## config.mk

```make
export PLATFORM = sky130hd
export DESIGN_NAME = of_input_arbiter_flat
export DESIGN_NICKNAME = d
export VERILOG_FILES = /design/src/rtl/of_input_arbiter_if.sv /design/src/rtl/of_input_arbiter.sv /design/src/flat_wrapper.sv
export SDC_FILE = /design/constraint.sdc
export NUM_CORES = 1
export LEC_CHECK = 0
export CELL_PAD_IN_SITES_DETAIL_PLACEMENT = 1
export CELL_PAD_IN_SITES_GLOBAL_PLACEMENT = 1
export CORE_AREA = 8 8 475 477
export DETAILED_ROUTE_END_ITERATION = 8
export DIE_AREA = 0 0 483 485
export PLACE_DENSITY_LB_ADDON = 0.1
export REMOVE_ABC_BUFFERS = 1
export SLEW_MARGIN = 20
export SYNTH_ARGS = -nofsm -noshare
export SYNTH_HDL_FRONTEND = slang
export SYNTH_SLANG_ARGS = --single-unit
export TNS_END_PERCENT = 1
```

## constraint.sdc

```tcl
create_clock -name aclk -period 8.2 [get_ports aclk]
set_clock_uncertainty 0.15 [all_clocks]
set_input_delay 2.46 -clock aclk [delete_from_list [all_inputs] [get_ports aclk]]
set_output_delay 2.46 -clock aclk [all_outputs]
set_load 0.01 [all_outputs]
```

## src/rtl/of_input_arbiter_if.sv

```systemverilog
// AXI4-Stream bundle shared by the five ingress ports and the merged egress stream.
interface of_input_arbiter_if #(
    parameter int unsigned C_AXIS_DATA_WIDTH  = 64,
    parameter int unsigned C_AXIS_TUSER_WIDTH = 128
);
    logic [C_AXIS_DATA_WIDTH-1:0]   tdata;
    logic [C_AXIS_DATA_WIDTH/8-1:0] tstrb;
    logic [C_AXIS_TUSER_WIDTH-1:0]  tuser;
    logic                           tvalid;
    logic                           tready;
    logic                           tlast;

    modport master (output tdata, tstrb, tuser, tvalid, tlast, input tready);
    modport slave  (input tdata, tstrb, tuser, tvalid, tlast, output tready);
endinterface

```

## src/rtl/of_input_arbiter.sv

```systemverilog
// Packet-granular round-robin merge of five ingress AXI4-Stream ports into one
// registered 64-bit stream. A granted port keeps the output until its tlast beat.
// Optional feature: define OF_IN_ARB_SPT_STAMP_EN to overwrite tuser[23:16] on the
// first beat of every packet with a one-hot mask of the granted port.
module of_input_arbiter #(
    parameter int unsigned C_AXIS_DATA_WIDTH     = 64,
    parameter int unsigned C_AXIS_TUSER_WIDTH    = 128,
    parameter int unsigned C_AXIS_SPT_DATA_WIDTH = 8
) (
    input  logic                 aclk,
    input  logic                 aresetn,
    of_input_arbiter_if.slave    s_axis_0,
    of_input_arbiter_if.slave    s_axis_1,
    of_input_arbiter_if.slave    s_axis_2,
    of_input_arbiter_if.slave    s_axis_3,
    of_input_arbiter_if.slave    s_axis_4,
    of_input_arbiter_if.master   m_axis
);
    localparam int unsigned NUM_PORTS = 5;
    localparam int unsigned PW        = 3;
    localparam int unsigned DW        = C_AXIS_DATA_WIDTH;
    localparam int unsigned SW        = C_AXIS_DATA_WIDTH / 8;
    localparam int unsigned UW        = C_AXIS_TUSER_WIDTH;
    localparam int unsigned SPT_W     = C_AXIS_SPT_DATA_WIDTH;
    localparam int unsigned SPT_LO    = 16;

    typedef enum logic [0:0] {ST_IDLE, ST_PKT} state_t;

    state_t          state_q, state_d;
    logic [PW-1:0]   grant_q, grant_d;
    logic [PW-1:0]   last_q, last_d;
    logic [PW-1:0]   pick_c;

    logic [NUM_PORTS-1:0] in_valid, in_last, in_ready_c;
    logic [DW-1:0]        in_data [NUM_PORTS];
    logic [SW-1:0]        in_strb [NUM_PORTS];
    logic [UW-1:0]        in_user [NUM_PORTS];

    logic                 g_valid, g_last;
    logic [DW-1:0]        g_data;
    logic [SW-1:0]        g_strb;
    logic [UW-1:0]        g_user;
    logic [UW-1:0]        user_c;
    logic [SPT_W-1:0]     spt_c;
    logic                 out_ready_c, load_c;

    logic                 m_valid_q, m_last_q;
    logic [DW-1:0]        m_data_q;
    logic [SW-1:0]        m_strb_q;
    logic [UW-1:0]        m_user_q;

    // Flatten the five port bundles into indexable arrays.
    assign {in_valid[0], in_last[0], in_data[0], in_strb[0], in_user[0]} =
           {s_axis_0.tvalid, s_axis_0.tlast, s_axis_0.tdata, s_axis_0.tstrb, s_axis_0.tuser};
    assign {in_valid[1], in_last[1], in_data[1], in_strb[1], in_user[1]} =
           {s_axis_1.tvalid, s_axis_1.tlast, s_axis_1.tdata, s_axis_1.tstrb, s_axis_1.tuser};
    assign {in_valid[2], in_last[2], in_data[2], in_strb[2], in_user[2]} =
           {s_axis_2.tvalid, s_axis_2.tlast, s_axis_2.tdata, s_axis_2.tstrb, s_axis_2.tuser};
    assign {in_valid[3], in_last[3], in_data[3], in_strb[3], in_user[3]} =
           {s_axis_3.tvalid, s_axis_3.tlast, s_axis_3.tdata, s_axis_3.tstrb, s_axis_3.tuser};
    assign {in_valid[4], in_last[4], in_data[4], in_strb[4], in_user[4]} =
           {s_axis_4.tvalid, s_axis_4.tlast, s_axis_4.tdata, s_axis_4.tstrb, s_axis_4.tuser};

    assign s_axis_0.tready = in_ready_c[0];
    assign s_axis_1.tready = in_ready_c[1];
    assign s_axis_2.tready = in_ready_c[2];
    assign s_axis_3.tready = in_ready_c[3];
    assign s_axis_4.tready = in_ready_c[4];

    // Round-robin pick: first valid port scanning upward from last+1, last winner scanned last.
    always_comb begin : arb_pick
        logic found;
        pick_c = last_q;
        found  = 1'b0;
        for (int k = 1; k <= int'(NUM_PORTS); k++) begin
            if (!found && in_valid[(int'(last_q) + k) % int'(NUM_PORTS)]) begin
                pick_c = PW'((int'(last_q) + k) % int'(NUM_PORTS));
                found  = 1'b1;
            end
        end
    end

    // Mux the granted port's beat.
    always_comb begin
        g_valid = 1'b0;
        g_last  = 1'b0;
        g_data  = '0;
        g_strb  = '0;
        g_user  = '0;
        for (int i = 0; i < int'(NUM_PORTS); i++) begin
            if (grant_q == PW'(i)) begin
                g_valid = in_valid[i];
                g_last  = in_last[i];
                g_data  = in_data[i];
                g_strb  = in_strb[i];
                g_user  = in_user[i];
            end
        end
    end

    // Output slot can take a beat when empty or draining this cycle.
    assign out_ready_c = !m_valid_q || m_axis.tready;

    // Next-state, grant bookkeeping and input ready.
    always_comb begin
        state_d    = state_q;
        grant_d    = grant_q;
        last_d     = last_q;
        in_ready_c = '0;
        load_c     = 1'b0;
        case (state_q)
            ST_IDLE: begin
                if (|in_valid) begin
                    grant_d = pick_c;
                    state_d = ST_PKT;
                end
            end
            ST_PKT: begin
                // Ready is held low while reset is asserted so no beat is taken and then discarded.
                for (int i = 0; i < int'(NUM_PORTS); i++) begin
                    if (grant_q == PW'(i)) in_ready_c[i] = out_ready_c && aresetn;
                end
                load_c = out_ready_c && g_valid;
                if (load_c && g_last) begin
                    last_d  = grant_q;
                    state_d = ST_IDLE;
                end
            end
            default: state_d = ST_IDLE;
        endcase
    end

    // FSM and grant state registers.
    always_ff @(posedge aclk) begin
        if (!aresetn) begin
            state_q <= ST_IDLE;
            grant_q <= '0;
            last_q  <= PW'(NUM_PORTS - 1);
        end else begin
            state_q <= state_d;
            grant_q <= grant_d;
            last_q  <= last_d;
        end
    end

`ifdef OF_IN_ARB_SPT_STAMP_EN
    logic first_q;

    // Marks the next accepted beat as the first of its packet.
    always_ff @(posedge aclk) begin
        if (!aresetn)                first_q <= 1'b1;
        else if (state_q == ST_IDLE) first_q <= 1'b1;
        else if (load_c)             first_q <= 1'b0;
    end
`endif

    // Source-port field: pass through, or one-hot grant stamp on the first beat.
    always_comb begin
        spt_c = g_user[SPT_LO +: SPT_W];
`ifdef OF_IN_ARB_SPT_STAMP_EN
        if (first_q) spt_c = SPT_W'(1) << grant_q;
`endif
        user_c = g_user;
        user_c[SPT_LO +: SPT_W] = spt_c;
    end

    // Registered output slot: load on input handshake, clear valid on drain without load.
    always_ff @(posedge aclk) begin
        if (!aresetn) begin
            m_valid_q <= 1'b0;
            m_last_q  <= 1'b0;
            m_data_q  <= '0;
            m_strb_q  <= '0;
            m_user_q  <= '0;
        end else if (load_c) begin
            m_valid_q <= 1'b1;
            m_last_q  <= g_last;
            m_data_q  <= g_data;
            m_strb_q  <= g_strb;
            m_user_q  <= user_c;
        end else if (m_valid_q && m_axis.tready) begin
            m_valid_q <= 1'b0;
        end
    end

    assign m_axis.tvalid = m_valid_q;
    assign m_axis.tlast  = m_last_q;
    assign m_axis.tdata  = m_data_q;
    assign m_axis.tstrb  = m_strb_q;
    assign m_axis.tuser  = m_user_q;
endmodule

```

## src/flat_wrapper.sv

```systemverilog
// flat-port wrapper written by rule: the top's interface ports become plain ports
module of_input_arbiter_flat 
#(
    parameter int unsigned C_AXIS_DATA_WIDTH     = 64,
    parameter int unsigned C_AXIS_TUSER_WIDTH    = 128,
    parameter int unsigned C_AXIS_SPT_DATA_WIDTH = 8
)
  (aclk, aresetn, s_axis_0_tdata, s_axis_0_tstrb, s_axis_0_tuser, s_axis_0_tvalid, s_axis_0_tlast, s_axis_0_tready, s_axis_1_tdata, s_axis_1_tstrb, s_axis_1_tuser, s_axis_1_tvalid, s_axis_1_tlast, s_axis_1_tready, s_axis_2_tdata, s_axis_2_tstrb, s_axis_2_tuser, s_axis_2_tvalid, s_axis_2_tlast, s_axis_2_tready, s_axis_3_tdata, s_axis_3_tstrb, s_axis_3_tuser, s_axis_3_tvalid, s_axis_3_tlast, s_axis_3_tready, s_axis_4_tdata, s_axis_4_tstrb, s_axis_4_tuser, s_axis_4_tvalid, s_axis_4_tlast, s_axis_4_tready, m_axis_tdata, m_axis_tstrb, m_axis_tuser, m_axis_tvalid, m_axis_tlast, m_axis_tready);
  of_input_arbiter_if #(.C_AXIS_DATA_WIDTH(C_AXIS_DATA_WIDTH), .C_AXIS_TUSER_WIDTH(C_AXIS_TUSER_WIDTH)) s_axis_0_i ();
  of_input_arbiter_if #(.C_AXIS_DATA_WIDTH(C_AXIS_DATA_WIDTH), .C_AXIS_TUSER_WIDTH(C_AXIS_TUSER_WIDTH)) s_axis_1_i ();
  of_input_arbiter_if #(.C_AXIS_DATA_WIDTH(C_AXIS_DATA_WIDTH), .C_AXIS_TUSER_WIDTH(C_AXIS_TUSER_WIDTH)) s_axis_2_i ();
  of_input_arbiter_if #(.C_AXIS_DATA_WIDTH(C_AXIS_DATA_WIDTH), .C_AXIS_TUSER_WIDTH(C_AXIS_TUSER_WIDTH)) s_axis_3_i ();
  of_input_arbiter_if #(.C_AXIS_DATA_WIDTH(C_AXIS_DATA_WIDTH), .C_AXIS_TUSER_WIDTH(C_AXIS_TUSER_WIDTH)) s_axis_4_i ();
  of_input_arbiter_if #(.C_AXIS_DATA_WIDTH(C_AXIS_DATA_WIDTH), .C_AXIS_TUSER_WIDTH(C_AXIS_TUSER_WIDTH)) m_axis_i ();
  input  logic aclk;
  input  logic aresetn;
  input wire logic [$bits(s_axis_0_i.tdata)-1:0] s_axis_0_tdata;
  input wire logic [$bits(s_axis_0_i.tstrb)-1:0] s_axis_0_tstrb;
  input wire logic [$bits(s_axis_0_i.tuser)-1:0] s_axis_0_tuser;
  input wire logic [$bits(s_axis_0_i.tvalid)-1:0] s_axis_0_tvalid;
  input wire logic [$bits(s_axis_0_i.tlast)-1:0] s_axis_0_tlast;
  output wire logic [$bits(s_axis_0_i.tready)-1:0] s_axis_0_tready;
  input wire logic [$bits(s_axis_1_i.tdata)-1:0] s_axis_1_tdata;
  input wire logic [$bits(s_axis_1_i.tstrb)-1:0] s_axis_1_tstrb;
  input wire logic [$bits(s_axis_1_i.tuser)-1:0] s_axis_1_tuser;
  input wire logic [$bits(s_axis_1_i.tvalid)-1:0] s_axis_1_tvalid;
  input wire logic [$bits(s_axis_1_i.tlast)-1:0] s_axis_1_tlast;
  output wire logic [$bits(s_axis_1_i.tready)-1:0] s_axis_1_tready;
  input wire logic [$bits(s_axis_2_i.tdata)-1:0] s_axis_2_tdata;
  input wire logic [$bits(s_axis_2_i.tstrb)-1:0] s_axis_2_tstrb;
  input wire logic [$bits(s_axis_2_i.tuser)-1:0] s_axis_2_tuser;
  input wire logic [$bits(s_axis_2_i.tvalid)-1:0] s_axis_2_tvalid;
  input wire logic [$bits(s_axis_2_i.tlast)-1:0] s_axis_2_tlast;
  output wire logic [$bits(s_axis_2_i.tready)-1:0] s_axis_2_tready;
  input wire logic [$bits(s_axis_3_i.tdata)-1:0] s_axis_3_tdata;
  input wire logic [$bits(s_axis_3_i.tstrb)-1:0] s_axis_3_tstrb;
  input wire logic [$bits(s_axis_3_i.tuser)-1:0] s_axis_3_tuser;
  input wire logic [$bits(s_axis_3_i.tvalid)-1:0] s_axis_3_tvalid;
  input wire logic [$bits(s_axis_3_i.tlast)-1:0] s_axis_3_tlast;
  output wire logic [$bits(s_axis_3_i.tready)-1:0] s_axis_3_tready;
  input wire logic [$bits(s_axis_4_i.tdata)-1:0] s_axis_4_tdata;
  input wire logic [$bits(s_axis_4_i.tstrb)-1:0] s_axis_4_tstrb;
  input wire logic [$bits(s_axis_4_i.tuser)-1:0] s_axis_4_tuser;
  input wire logic [$bits(s_axis_4_i.tvalid)-1:0] s_axis_4_tvalid;
  input wire logic [$bits(s_axis_4_i.tlast)-1:0] s_axis_4_tlast;
  output wire logic [$bits(s_axis_4_i.tready)-1:0] s_axis_4_tready;
  output wire logic [$bits(m_axis_i.tdata)-1:0] m_axis_tdata;
  output wire logic [$bits(m_axis_i.tstrb)-1:0] m_axis_tstrb;
  output wire logic [$bits(m_axis_i.tuser)-1:0] m_axis_tuser;
  output wire logic [$bits(m_axis_i.tvalid)-1:0] m_axis_tvalid;
  output wire logic [$bits(m_axis_i.tlast)-1:0] m_axis_tlast;
  input wire logic [$bits(m_axis_i.tready)-1:0] m_axis_tready;
  assign s_axis_0_i.tdata = s_axis_0_tdata;
  assign s_axis_0_i.tstrb = s_axis_0_tstrb;
  assign s_axis_0_i.tuser = s_axis_0_tuser;
  assign s_axis_0_i.tvalid = s_axis_0_tvalid;
  assign s_axis_0_i.tlast = s_axis_0_tlast;
  assign s_axis_0_tready = s_axis_0_i.tready;
  assign s_axis_1_i.tdata = s_axis_1_tdata;
  assign s_axis_1_i.tstrb = s_axis_1_tstrb;
  assign s_axis_1_i.tuser = s_axis_1_tuser;
  assign s_axis_1_i.tvalid = s_axis_1_tvalid;
  assign s_axis_1_i.tlast = s_axis_1_tlast;
  assign s_axis_1_tready = s_axis_1_i.tready;
  assign s_axis_2_i.tdata = s_axis_2_tdata;
  assign s_axis_2_i.tstrb = s_axis_2_tstrb;
  assign s_axis_2_i.tuser = s_axis_2_tuser;
  assign s_axis_2_i.tvalid = s_axis_2_tvalid;
  assign s_axis_2_i.tlast = s_axis_2_tlast;
  assign s_axis_2_tready = s_axis_2_i.tready;
  assign s_axis_3_i.tdata = s_axis_3_tdata;
  assign s_axis_3_i.tstrb = s_axis_3_tstrb;
  assign s_axis_3_i.tuser = s_axis_3_tuser;
  assign s_axis_3_i.tvalid = s_axis_3_tvalid;
  assign s_axis_3_i.tlast = s_axis_3_tlast;
  assign s_axis_3_tready = s_axis_3_i.tready;
  assign s_axis_4_i.tdata = s_axis_4_tdata;
  assign s_axis_4_i.tstrb = s_axis_4_tstrb;
  assign s_axis_4_i.tuser = s_axis_4_tuser;
  assign s_axis_4_i.tvalid = s_axis_4_tvalid;
  assign s_axis_4_i.tlast = s_axis_4_tlast;
  assign s_axis_4_tready = s_axis_4_i.tready;
  assign m_axis_tdata = m_axis_i.tdata;
  assign m_axis_tstrb = m_axis_i.tstrb;
  assign m_axis_tuser = m_axis_i.tuser;
  assign m_axis_tvalid = m_axis_i.tvalid;
  assign m_axis_tlast = m_axis_i.tlast;
  assign m_axis_i.tready = m_axis_tready;
  of_input_arbiter #(.C_AXIS_DATA_WIDTH(C_AXIS_DATA_WIDTH), .C_AXIS_TUSER_WIDTH(C_AXIS_TUSER_WIDTH), .C_AXIS_SPT_DATA_WIDTH(C_AXIS_SPT_DATA_WIDTH)) u_core (.aclk(aclk), .aresetn(aresetn), .s_axis_0(s_axis_0_i), .s_axis_1(s_axis_1_i), .s_axis_2(s_axis_2_i), .s_axis_3(s_axis_3_i), .s_axis_4(s_axis_4_i), .m_axis(m_axis_i));
endmodule
```

==> results.tsv <==
stage	metric	value	unit
worst_setup_path	crit_type	in2out	
status	status	complete, no violations	
yosys	synthDistinctLibCells	74	
cts	clk_pin_slew	0.04	ns
power	finalPower	9.26	mW
cells_and_area	drive_above_1_share	12.1	%
cells_and_area	nets	3603	
worst_setup_path	worst-path-stages	7	
placement	routabilityCongestion	0.823	
floorplan	pin_count	1220	
worst_setup_path	crit_path_start	m_axis_tready	
cts	cts.sink_count	209	
cts	clock-root-buffer	clkbuf_16	
sta	setup_ws	1.34	ns
drt	route.met3.wl	14900	µm
worst_hold_path	hold_path_startpoint	u_core.m_axis.tdata[11]	
drt	m1WireLength	75300	µm
cts	cts_tree	done	
sta	post-route-period-util	83.6	%
drt	finalWirelength	182000	µm
drt	top_layer	met5	
power	peakVddDrop	135	µV
worst_setup_path	cpLargestDelayFamily	buffers and inverters	
worst_setup_path	rr_worst_depth	16	
worst_hold_path	hold_class	reg2reg	
global_route	grt_pass1_wl	232000	µm
yosys	avgSynthCellArea	10.6	µm²
sta	finalSetupViolCount	0	
sta	tightest_slew	1.01	ns
drt	drcViolationCount	0	
cts	ctsResizeCount	0	
worst_setup_path	start_kind	input pin	
cts	cts-htree-levels	2	
sta	setup_tns	0	ns
worst_setup_path	r2r_end	u_core.grant_q[0]	
yosys	ys_ff_latch	209	
worst_setup_path	endpoint	s_axis_1_tready	
floorplan	dieArea	0.234	mm²
yosys	synthFlopType	dfxtp_1	
sta	fin_crit	6.86	ns
worst_setup_path	cp-end-kind	output port	
cells_and_area	area_delta_synth_final	109	%
sta	hold_viol	0	
worst_setup_path	crit_slowest_cell	clkdlybuf4s50_1	
worst_setup_path	crit_required	5.59	ns
cts	clkLatencyLatePin	0.59	ns
global_route	antenna_found_initial	207	
drt	dr.pass1.iters	5	
cts	postCtsHoldBufs	0	
sta	slew_headroom	32.5	%
yosys	yosys_warnings	0	
placement	place_ws	1.33	ns
worst_setup_path	crit_chain	clkdlybuf4s50_1 > nand2b_1 > nand3_1 > nor2_1 > nand2_1 > nor2_1 > clkdlybuf4s50_1	
sta	slew_violations	0	
drt	drt-initial-drc-count	1190	
drt	viasPerCell	3.55	
drt	postRouteAntennaNets	0	
floorplan	core	0.218	mm²
floorplan	die_w	483	µm
yosys	syn-instance-count	1445	
global_route	grt_pass1_vias	20500	
cells_and_area	design_area	0.0321	mm²
global_route	grt-ovfl-total	0	
worst_setup_path	worstPathMaxFanout	4	
worst_setup_path	r2r_start	u_core.last_q[1]	
worst_setup_path	path_buf_inv	2	
drt	wl_per_cell	33.2	µm
yosys	netlist_area	0.0154	mm²
worst_setup_path	critPathMaxStageDelay	0.56	ns
cts	cts_setup_buffers	0	
placement	portBuffers	1219	
drt	num_vias	19400	
flow_run	max_cap_violations	0	
placement	dp_hpwl	155000	µm
global_route	grt_max_degree	88	
floorplan	die_h	485	µm
drt	met2WireLength	88500	µm
power	p_leak	9.96	nW
worst_setup_path	crit_arrival	4.25	ns
placement	post_dp_cell_area	0.0308	mm²
cts	cts_buffer_depth	3	
yosys	synth-seq-area-share	27.2	%
floorplan	start_util	7.04	%
yosys	synth_edf_count	0	
floorplan	rows	172	
sta	grt_setup_unrepaired	false	
worst_setup_path	r2r_slack	2.76	ns
sta	fmax	146	MHz
cts	numCtsBuffers	38	
power	power_density	289	mW/mm²
yosys	async_reset_ff_share	0	%
global_route	track_usage	14.8	%
## per-layer routing
layer	track usage (%)	vias to the layer above
met1	17.9	9783
met3	5.31	305
met5	0	-
met4	1.74	86
li1	-	8127
met2	25.9	1145
## through the flow
step,std cells,hold slack (ns),util (%)
after floorplan,1271,0.342,-
after global placement,5394,0.336,14.1
after detailed placement,5394,0.340,14.1
after CTS,5456,0.348,14.7
after global routing,5459,0.361,14.7
final,5480,0.344,14.7
## cells by family (layout without fill, tap and decap cells)
kind of cell | count (synthesis) | count (layout) | synth area share (%)
fa+ha+maj | 28 | 28 | 2.31
buf+inv | 193 | 1333 | 4.87
other cells | 0 | 24 | 0
simple gates | 501 | 501 | 18.3
mux | 221 | 221 | 31.1
flops | 209 | 209 | 27.2
compound gates | 284 | 284 | 15.4
xor+xnor | 9 | 9 | 0.806
## cell usage after synthesis, drive strengths merged, types with 3 or more instances
cell type	number	share of area (%)
nor3	9	0.29
ha	26	2.1
a31oi	6	0.28
or4	3	0.15
a221oi	204	12
a211oi	3	0.23
nor3b	203	9.9
xnor2	7	0.57
mux2i	16	1.0
buf	16	0.54
inv	18	0.44
nand2b	6	0.24
and3	5	0.24
clkbuf	158	3.9
a21oi	20	0.65
mux4	205	30
o31ai	8	0.39
o21ai	5	0.16
nor2	221	5.4
o21a	4	0.20
o211ai	4	0.20
nand2	21	0.51
nand3	6	0.20
dfxtp	209	27
nor2b	7	0.28
or3	4	0.16
a31o	3	0.17
## worst reg2reg max path, delay by kind of cell (launching register included)
kind                       cells  cell delay (ns)
AOI/OAI and AO/OA              8             2.61
adders and majority gates      2             0.51
buffers and inverters          2             0.53
DFF                            1             0.65
and+or+nand+nor                4             0.84
## worst min path at each step
stage,to,slack [ns],cells past startpoint
floorplan,u_core.grant_q[2],0.34,2
global placement,u_core.m_axis.tuser[55],0.34,2
detailed placement,u_core.m_axis.tuser[114],0.34,2
CTS,u_core.m_axis.tuser[114],0.35,2
global route,u_core.m_axis.tuser[44],0.36,2
finish,u_core.m_axis.tdata[11],0.34,2
## state kept, by name, indices dropped and copies added, names as in the netlist
| register | cells |
|---|---|
| u_core.state_q | 1 |
| u_core.grant_q | 3 |
| u_core.m_axis.tstrb | 8 |
| u_core.m_axis.tdata | 64 |
| u_core.m_axis.tlast | 1 |
| u_core.last_q | 3 |
| u_core.m_axis.tuser | 128 |
| u_core.m_axis.tvalid | 1 |
## layout make-up
cell class / instances / area [µm²]
repair buffers: 1252 / 12500
diodes: 24 / 60.1
flip-flops and latches: 209 / 4190
well taps: 2871 / 3590
multi-input cells: 1043 / 10500
clock inverters: 4 / 81.3
inverters: 19 / 78.8
fillers: 25200 / 186000
clock buffers: 58 / 1120
## cell usage in the layout, fill, tap and decap left out, drive strengths merged, types with 7 or more instances in the layout
| master | instances |
|---|---|
| a21oi | 20 |
| a221oi | 204 |
| buf | 33 |
| clkbuf | 59 |
| clkdlybuf4s50 | 1218 |
| dfxtp | 209 |
| diode | 24 |
| ha | 26 |
| inv | 18 |
| mux2i | 16 |
| mux4 | 205 |
| nand2 | 21 |
| nor2 | 221 |
| nor2b | 7 |
| nor3 | 9 |
| nor3b | 203 |
| o31ai | 8 |
| xnor2 | 7 |
## where the power goes
part           total, mW  switching [mW]  internal, mW
Clock               1.66           0.666         0.990
Combinational       5.87            3.18          2.69
Sequential          1.74           0.319          1.42
Total               9.26            4.16          5.10
Power figures use the tool's default switching activity.
